===== src/rtl/bless_inject_ctrl_pkg.sv =====
// Shared router widths, injection FSM encoding and the ejection-adjusted flit count helper.
// Purely combinational definitions; no latency or backpressure of its own.
package bless_inject_ctrl_pkg;

  localparam int NUM_PORT       = 5;
  localparam int PC_INDEX_WIDTH = $clog2(NUM_PORT);
  localparam int FLIT_WIDTH     = 64;

  typedef enum logic [1:0] {
    EMPTY   = 2'd0,
    READY   = 2'd1,
    STARVED = 2'd2
  } injState_t;

  // An ejection with no incoming flit is illegal; clamp rather than wrap.
  function automatic logic [PC_INDEX_WIDTH-1:0] remFlits(
    input logic [PC_INDEX_WIDTH-1:0] nIn,
    input logic                      ej
  );
    if (ej && (nIn == '0)) return '0;
    return nIn - PC_INDEX_WIDTH'(ej);
  endfunction

endpackage


===== src/rtl/bless_inject_ctrl_inject_fifo.sv =====
// Injection FIFO: sync write, head read straight from storage (push visible next cycle).
// Caller guarantees no push when full and no pop when empty.
module inject_fifo #(
  parameter int W     = 64,
  parameter int DEPTH = 8
) (
  input  logic                     clk,
  input  logic                     reset,
  input  logic                     push,
  input  logic [W-1:0]             pushFlit,
  input  logic                     pop,
  output logic [W-1:0]             headFlit,
  output logic [$clog2(DEPTH):0]   occupancy,
  output logic                     full,
  output logic                     empty
);

  localparam int AW = $clog2(DEPTH);

  logic [W-1:0]  mem [DEPTH];
  logic [AW-1:0] wrPtr;
  logic [AW-1:0] rdPtr;

  // Pointers are exactly AW bits so they wrap modulo DEPTH on their own.
  always_ff @(posedge clk or posedge reset) begin
    if (reset) begin
      wrPtr     <= '0;
      rdPtr     <= '0;
      occupancy <= '0;
    end else begin
      if (push) wrPtr <= wrPtr + 1'b1;
      if (pop)  rdPtr <= rdPtr + 1'b1;
      unique case ({push, pop})
        2'b10:   occupancy <= occupancy + 1'b1;
        2'b01:   occupancy <= occupancy - 1'b1;
        default: occupancy <= occupancy;
      endcase
    end
  end

  always_ff @(posedge clk) begin
    if (push) mem[wrPtr] <= pushFlit;
  end

  assign headFlit = mem[rdPtr];
  assign full     = (occupancy == (AW+1)'(DEPTH));
  assign empty    = (occupancy == '0);

endmodule


===== src/rtl/bless_inject_ctrl.sv =====
// Local-PE injection controller: queues PE flits, injects the head when a router slot is free,
// zero-latency inject from stored head; pe_ready drops when full; starve flags long blocking.
module bless_inject_ctrl
  import bless_inject_ctrl_pkg::*;
#(
  parameter int FLIT_W    = FLIT_WIDTH,
  parameter int DEPTH     = 8,
  parameter int NUM_CH    = NUM_PORT - 1,
  parameter int STARVE_TH = 16
) (
  input  logic                      clk,
  input  logic                      reset,
  input  logic                      pe_valid,
  input  logic [FLIT_W-1:0]         pe_flit,
  output logic                      pe_ready,
  input  logic [PC_INDEX_WIDTH-1:0] numFlit_in,
  input  logic                      eject_valid,
  output logic                      inj_valid,
  output logic [FLIT_W-1:0]         inj_flit,
  output logic [PC_INDEX_WIDTH-1:0] numFlit_out,
  output logic [$clog2(DEPTH):0]    occupancy,
  output logic                      starve
);

  localparam int CW = $clog2(STARVE_TH + 1);

  logic [PC_INDEX_WIDTH-1:0] remaining;
  logic                      slotFree;
  logic                      push;
  logic                      full;
  logic                      empty;
  logic                      lastPop;
  injState_t                 stateQ;
  injState_t                 stateNext;
  logic [CW-1:0]             starveCnt;
  logic [CW-1:0]             starveCntNext;

  assign remaining   = remFlits(numFlit_in, eject_valid);
  assign slotFree    = remaining < PC_INDEX_WIDTH'(NUM_CH);
  assign pe_ready    = !reset && !full;
  assign push        = pe_valid && pe_ready;
  assign inj_valid   = !reset && !empty && slotFree;
  assign numFlit_out = remaining + PC_INDEX_WIDTH'(inj_valid);
  assign lastPop     = inj_valid && (occupancy == 1);

  inject_fifo #(
    .W     (FLIT_W),
    .DEPTH (DEPTH)
  ) u_fifo (
    .clk       (clk),
    .reset     (reset),
    .push      (push),
    .pushFlit  (pe_flit),
    .pop       (inj_valid),
    .headFlit  (inj_flit),
    .occupancy (occupancy),
    .full      (full),
    .empty     (empty)
  );

  always_ff @(posedge clk or posedge reset) begin
    if (reset) begin
      stateQ    <= EMPTY;
      starveCnt <= '0;
    end else begin
      stateQ    <= stateNext;
      starveCnt <= starveCntNext;
    end
  end

  // In READY/STARVED the FIFO is nonempty, so !inj_valid means the slot test blocked us.
  always_comb begin
    stateNext     = stateQ;
    starveCntNext = starveCnt;
    unique case (stateQ)
      EMPTY: begin
        starveCntNext = '0;
        if (push) stateNext = READY;
      end
      READY: begin
        if (inj_valid) begin
          starveCntNext = '0;
          if (lastPop && !push) stateNext = EMPTY;
        end else if (starveCnt == CW'(STARVE_TH - 1)) begin
          stateNext = STARVED;
        end else begin
          starveCntNext = starveCnt + 1'b1;
        end
      end
      STARVED: begin
        if (inj_valid) begin
          starveCntNext = '0;
          stateNext     = (lastPop && !push) ? EMPTY : READY;
        end
      end
      default: begin
        stateNext     = EMPTY;
        starveCntNext = '0;
      end
    endcase
  end

  always_comb begin
    starve = (stateQ == STARVED);
  end

  illegalEject: assert property (@(posedge clk) disable iff (reset)
    !(eject_valid && (numFlit_in == '0)));

endmodule


===== config.mk =====
export PLATFORM = sky130hd
export DESIGN_NAME = bless_inject_ctrl
export DESIGN_NICKNAME = d
export VERILOG_FILES = /design/src/rtl/bless_inject_ctrl_pkg.sv /design/src/rtl/bless_inject_ctrl_inject_fifo.sv /design/src/rtl/bless_inject_ctrl.sv
export SDC_FILE = /design/constraint.sdc
export NUM_CORES = 1
export LEC_CHECK = 0
export CAP_MARGIN = 20
export CORE_ASPECT_RATIO = 0.5
export CORE_MARGIN = 2
export CORE_UTILIZATION = 58
export DETAILED_ROUTE_END_ITERATION = 10
export GPL_TIMING_DRIVEN = 0
export PLACE_DENSITY = 0.83
export SETUP_SLACK_MARGIN = 0.02
export SYNTH_ARGS = -nofsm -noshare
export SYNTH_HDL_FRONTEND = slang
export SYNTH_SLANG_ARGS = --single-unit

===== constraint.sdc =====
create_clock -name clk -period 9.5 [get_ports clk]
set_clock_uncertainty 0.1 [all_clocks]
set_input_delay 1.9 -clock clk [delete_from_list [all_inputs] [get_ports clk]]
set_output_delay 1.9 -clock clk [all_outputs]
set_load 0.1 [all_outputs]

==> results of run 1 <==
## cell families after synthesis
kind of cell / Yosys count / share of synthesized area (%)
buffers and inverters: 45 / 1.30
adder cells (fa/ha/maj): 12 / 0.739
flip-flops: 529 / 77.8
XOR/XNOR: 12 / 0.517
AO/OA/AOI/OAI: 13 / 0.443
AND/OR/NAND/NOR: 48 / 1.23
multiplexers: 197 / 18.0
## path summary, 6_finish.rpt
kind                                            startpoint                     endpoint  cells past startpoint
min in group asynchronous                            reset        stateQ[0]$_DFFE_PP0P_                      2
max in group asynchronous                            reset  u_fifo.wrPtr[0]$_DFFE_PP0P_                      2
max reg2reg                u_fifo.occupancy[0]$_DFFE_PP0P_  u_fifo.mem[1][41]$_DFFE_PP_                     11
min                                  stateQ[1]$_DFFE_PP0P_        stateQ[0]$_DFFE_PP0P_                      2
max                                          numFlit_in[0]               numFlit_out[2]                     12
min reg2reg                          stateQ[1]$_DFFE_PP0P_        stateQ[0]$_DFFE_PP0P_                      2
## placed cells by master, fill, tap and decap left out, drive strengths merged, types with 2 or more instances in the layout
cell type / netlist / layout
bufinv: 0 / 2
mux4: 128 / 128
ha: 12 / 12
o21ai: 2 / 2
nor3: 4 / 4
xnor2: 8 / 8
clkinv: 0 / 19
xor2: 4 / 4
dfrtp: 17 / 17
nand2: 6 / 6
nand3: 4 / 4
a21oi: 3 / 3
mux2i: 2 / 2
inv: 7 / 9
diode: 0 / 3
and2: 3 / 3
clkbuf: 11 / 66
buf: 27 / 77
edfxtp: 512 / 512
nand4b: 2 / 2
nor2b: 4 / 4
clkdlybuf4s50: 0 / 144
clkinvlp: 0 / 3
nor2: 14 / 14
mux2: 67 / 67
nand2b: 5 / 5
a22oi: 5 / 5
## routing by layer
| metal | track usage [%] | routed length (um) | vias up |
|---|---|---|---|
| met5 | 0 | 0 | - |
| met4 | 9.94 | 1640 | 0 |
| met3 | 4.82 | 3260 | 103 |
| met2 | 43.1 | 23400 | 524 |
| met1 | 33.0 | 16600 | 5140 |
| li1 | - | - | 4104 |
## state kept, by name, summed over array words and instances (netlist names)
register          cells
starveCnt             5
u_fifo.mem          512
u_fifo.rdPtr          3
u_fifo.occupancy      4
u_fifo.wrPtr          3
stateQ                2
## critical path, stage by stage
cell and delay (ps):
clkdlybuf4s50_1 490, inv_1 50, ha_1 190, ha_1 190, nand2b_1 160, o211a_1 180, and2_1 170, buf_2 200
ha_1 230, ha_1 200, xor2_1 140, clkdlybuf4s50_1 1140
## cell type report
class	count	area [um2]	area share, %
Antenna cell	3	7.51	0.0308
Buffer	38	238	0.975
Clock buffer	55	1210	4.95
Clock inverter	26	178	0.728
Inverter	7	26.3	0.108
Multi-Input combinational cell	282	4300	17.6
Sequential cell	529	15800	64.8
Tap cell	475	594	2.44
Timing Repair Buffer	194	2040	8.36
## through the flow
stage               area [um2]  hold slack, ps  setup WS, ps  util, %  std cells
detailed placement       23000             446          2240     66.7       1525
CTS                      24400             456          2230     70.7       1606
global route             24400             498          2030     70.7       1608
floorplan                20300             405           362        -        856
finish                   24400             453          2250     70.8       1609
global placement         22400             420         -6040     64.8       1475
==> results.sh, run 1 <==
export IMPL_fin_setup_tns_ps=0
export IMPL_cp_max_fo=12
export IMPL_drcViolationCount=0
export IMPL_drive_gt1_share_pct=29.1
export IMPL_end_kind="output pin"
export IMPL_dr_pass1_iters=5
export IMPL_rsz0062_at_grt="no"
export IMPL_die_area_um2=36600
export IMPL_overflow=0
export IMPL_postCtsHoldBufs=0
export IMPL_ant_nets=0
export IMPL_clockBufferDepth=3
export IMPL_wirelength_um=44900
export IMPL_worstSetupPathType="input port to output pin"
export IMPL_grtUsageTotal_pct=25.4
export IMPL_grt_pass1_wl_um=66300
export IMPL_synth_cell_types=34
export IMPL_worstMarginPinSlew_ps=1100
export IMPL_worst_hold_path_type="register to register"
export IMPL_synth_edf_count=512
export IMPL_cts_buffers=45
export IMPL_r2r_setup_slack_ps=5870
export IMPL_die_w_um=269
export IMPL_globalplace_congestion=0.730
export IMPL_yosysTopAreaCell="edfxtp_1"
export IMPL_h_tree_depth=2
export IMPL_cts_resized=0
export IMPL_cts_root_buffer="clkbuf_16"
export IMPL_port_buffers=144
export IMPL_fill_cells=1885
export IMPL_period_needed_ps=7250
export IMPL_clock_latency_ps=560
export IMPL_cp_data_arrival_time_ps=5250
export IMPL_avgSynthCellArea_um2=23.7
export IMPL_die_h_um=136
export IMPL_synth_seq_cells=529
export IMPL_core_um2=34500
export IMPL_syn_inst=856
export IMPL_post_cts_setup_buffers=0
export IMPL_fmax_ghz=0.138
export IMPL_synth_warnings=0
export IMPL_tritoncts="yes"
export IMPL_grt_pass1_vias=10405
export IMPL_routedWlPerCell_um=27.9
export IMPL_maxSlewViolCount=0
export IMPL_vias=9871
export IMPL_cts_sinks=529
export IMPL_synth_most_common_cell="edfxtp_1"
export IMPL_rows=48
export IMPL_drt_iter0_drc=952
export IMPL_synthTopCellsByCount="edfxtp_1 (512), mux4_2 (128), mux2_2 (67)"
export IMPL_yosysSeqAreaShare_pct=77.8
export IMPL_startpoint_type="input port"
export IMPL_clk_pin_slew_worst_paths_ps=70
export IMPL_setup_viol=0
export IMPL_synth_main_ff_cell="edfxtp_1"
export IMPL_syn_nets=939
export IMPL_finalHoldViolCount=0
export IMPL_start_util_pct=58.9
export IMPL_dp_final_hpwl_um=26800
export IMPL_antenna_found_initial=2
export IMPL_grt_start_max_net_pins=26
export IMPL_async_flop_share_pct=3.21
export IMPL_area_delta_synth_final_pct=20.1
export IMPL_synth_area_um2=20300
export IMPL_synth_top_area_share_pct=75.7
export IMPL_synth_area_leaders="edfxtp_1 (76%), mux4_2 (14%), mux2_2 (3.7%), dfrtp_1 (2.1%), ha_1 (0.74%)"
export IMPL_slew_headroom_pct=26.3
export IMPL_run_status="finished, final reports clean"
export IMPL_pin_count=145
export IMPL_layout_nets=1180
export IMPL_crit_required_ps=7500
export IMPL_drt_vias_per_instance=6.13
export IMPL_maxCapViolCount=0
export IMPL_finalCritPeriodShare_pct=76.4
Power of run 1 is not shown: default switching activity piles up to over one toggle a cycle in this logic, so the estimate is an artifact.
==> inputs of run 2 (changes only) <==
--- a/config.mk
+++ b/config.mk
@@ -8,10 +8,10 @@
 export CAP_MARGIN = 20
 export CORE_ASPECT_RATIO = 0.5
 export CORE_MARGIN = 2
-export CORE_UTILIZATION = 58
+export CORE_UTILIZATION = 53
 export DETAILED_ROUTE_END_ITERATION = 10
 export GPL_TIMING_DRIVEN = 0
-export PLACE_DENSITY = 0.83
+export PLACE_DENSITY = 0.8
 export SETUP_SLACK_MARGIN = 0.02
 export SYNTH_ARGS = -nofsm -noshare
 export SYNTH_HDL_FRONTEND = slang
==> constraint.sdc (replaced) <==
create_clock -name clk -period 5.88 [get_ports clk]
set_clock_uncertainty 0.1 [all_clocks]
set_input_delay 1.176 -clock clk [delete_from_list [all_inputs] [get_ports clk]]
set_output_delay 1.176 -clock clk [all_outputs]
set_load 0.1 [all_outputs]
==> run 2 against run 1 <==
Clock-buffer cell count increased by 6; sequential share of layout area decreased by 0.53 points; final cell count increased by 2.3%; critical path depth decreased by 1; core utilization decreased by 5.3 points; worst setup slack got worse by 2100 ps; cell area increased by 0.83%; global-route usage decreased by 3.0 points; hold slack got worse by 8.3 ps; register-to-register slack got worse by 3300 ps; critical path type unchanged.
==> results.sh, run 2 (synthesis gave the netlist of run 1 again) <==
export IMPL_run_status="finished, final reports clean"
export IMPL_final_cell_mix="edfxtp_1 (512), clkdlybuf4s50_1 (143), mux4_2 (128)"
export IMPL_core_um2=37600
export IMPL_tritoncts="yes"
export IMPL_grt_pass1_wl_um=65200
export IMPL_drive_gt1_share_pct=29.0
export IMPL_ant_nets=0
export IMPL_fin_setup_tns_ps=0
export IMPL_port_buffers=144
export IMPL_worstMarginPinSlew_ps=1090
export IMPL_layout_nets=1171
export IMPL_post_cts_setup_buffers=0
export IMPL_h_tree_depth=2
export IMPL_finalCritPeriodShare_pct=97.5
export IMPL_cts_resized=0
export IMPL_crit_required_ps=4600
export IMPL_largest_reg_flops=512
export IMPL_worstSetupPathType="input port to output pin"
export IMPL_start_util_pct=54.0
export IMPL_end_kind="output pin"
export IMPL_cts_buffers=45
export IMPL_layout_commonest_cell="edfxtp_1"
export IMPL_clock_latency_ps=540
export IMPL_globalplace_congestion=0.759
export IMPL_rows=50
export IMPL_maxCapViolCount=0
export IMPL_dp_final_hpwl_um=27300
export IMPL_grt_pass1_vias=10417
export IMPL_drcViolationCount=0
export IMPL_regMostFlops="u_fifo.mem"
export IMPL_cp_max_fo=12
export IMPL_fmax_ghz=0.175
export IMPL_cts_sinks=529
export IMPL_finalHoldViolCount=0
export IMPL_grt_start_max_net_pins=26
export IMPL_antenna_found_initial=4
export IMPL_area_delta_synth_final_pct=21.0
export IMPL_holdWs_ps=445
export IMPL_drt_iter0_drc=841
export IMPL_startpoint_type="input port"
export IMPL_wirelength_um=43900
export IMPL_setup_slack_ps=150
export IMPL_final_area_um2=24600
export IMPL_setup_viol=0
export IMPL_clk_pin_slew_worst_paths_ps=60
export IMPL_pre_cts_slack_ps=15.7
export IMPL_overflow=0
export IMPL_slew_headroom_pct=27.2
export IMPL_worst_hold_path_type="register to register"
export IMPL_grtUsageTotal_pct=22.4
export IMPL_routedWlPerCell_um=26.7
export IMPL_drt_vias_per_instance=5.89
export IMPL_cts_root_buffer="clkbuf_16"
export IMPL_placed_area_um2=23100
export IMPL_die_w_um=281
export IMPL_postCtsHoldBufs=0
export IMPL_rsz0062_at_grt="no"
export IMPL_pin_count=145
export IMPL_reg_top3="u_fifo.mem: 512 flops, starveCnt: 5 flops, u_fifo.occupancy: 4 flops"
export IMPL_vias=9694
export IMPL_maxSlewViolCount=0
export IMPL_fill_cells=2223
export IMPL_clockBufferDepth=3
export IMPL_dr_pass1_iters=5
export IMPL_die_h_um=142
export IMPL_period_needed_ps=5730
export IMPL_die_area_um2=40000
export IMPL_cp_data_arrival_time_ps=4450
run 2: cell count changes in the layout (fill, tap and decap cells not counted), moves of 4 or more:
cell       previous run  this run
buf_4                14         4
buf_6                39        32
buf_8                 3         9
bufinv_16             2         6
clkinv_1             14         6
run 2: metal layers:
metal	global-route usage, %	vias to the layer above	share of wire, %
li1	-	4082	-
met1	29.3	5131	39
met2	39.6	393	53
met3	3.07	86	5.3
met4	7.09	2	2.5
met5	0	-	0.030
run 2: path summary, 6_finish.rpt:
check,end,slack (ps),cells after the start,from
worst max-delay path,numFlit_out[1],150,11,numFlit_in[0]
worst min-delay path,starveCnt[4]$_DFFE_PP0P_,440,2,starveCnt[4]$_DFFE_PP0P_
worst max register to register,u_fifo.mem[6][40]$_DFFE_PP_,2570,9,u_fifo.occupancy[0]$_DFFE_PP0P_
worst min register to register,starveCnt[4]$_DFFE_PP0P_,440,2,starveCnt[4]$_DFFE_PP0P_
max in group asynchronous,starveCnt[4]$_DFFE_PP0P_,4230,2,reset
min in group asynchronous,u_fifo.rdPtr[1]$_DFFE_PP0P_,980,2,reset
run 2: area by class of cell:
type                       count  area [um2]  share of cell area [%]
sequential                   529       15800                    64.2
multi-input combinational    282        4320                    17.6
timing repair buffer         185        2040                    8.30
clock buffer                  61        1260                    5.12
tap                          520         651                    2.65
clock inverter                21         255                    1.04
buffer                        38         238                   0.967
inverter                       7        26.3                   0.107
antenna                        3        7.51                  0.0305
run 2: through the flow:
stage / utilization, % / instances
finish: 65.4 / 1646
CTS: 65.4 / 1643
detailed placement: 61.4 / 1561
global placement: 59.6 / 1520
floorplan: - / 856
global route: 65.4 / 1646
run 2: worst max-delay path, stage by stage:
cell             delay [ps]
clkdlybuf4s50_1         480
inv_1                    50
ha_1                    200
ha_1                    190
nand2b_1                170
o211a_1                 180
and2_1                  170
buf_2                   200
ha_1                    230
ha_1                    270
clkdlybuf4s50_1        1120
Power of run 2 is left out for the same reason.
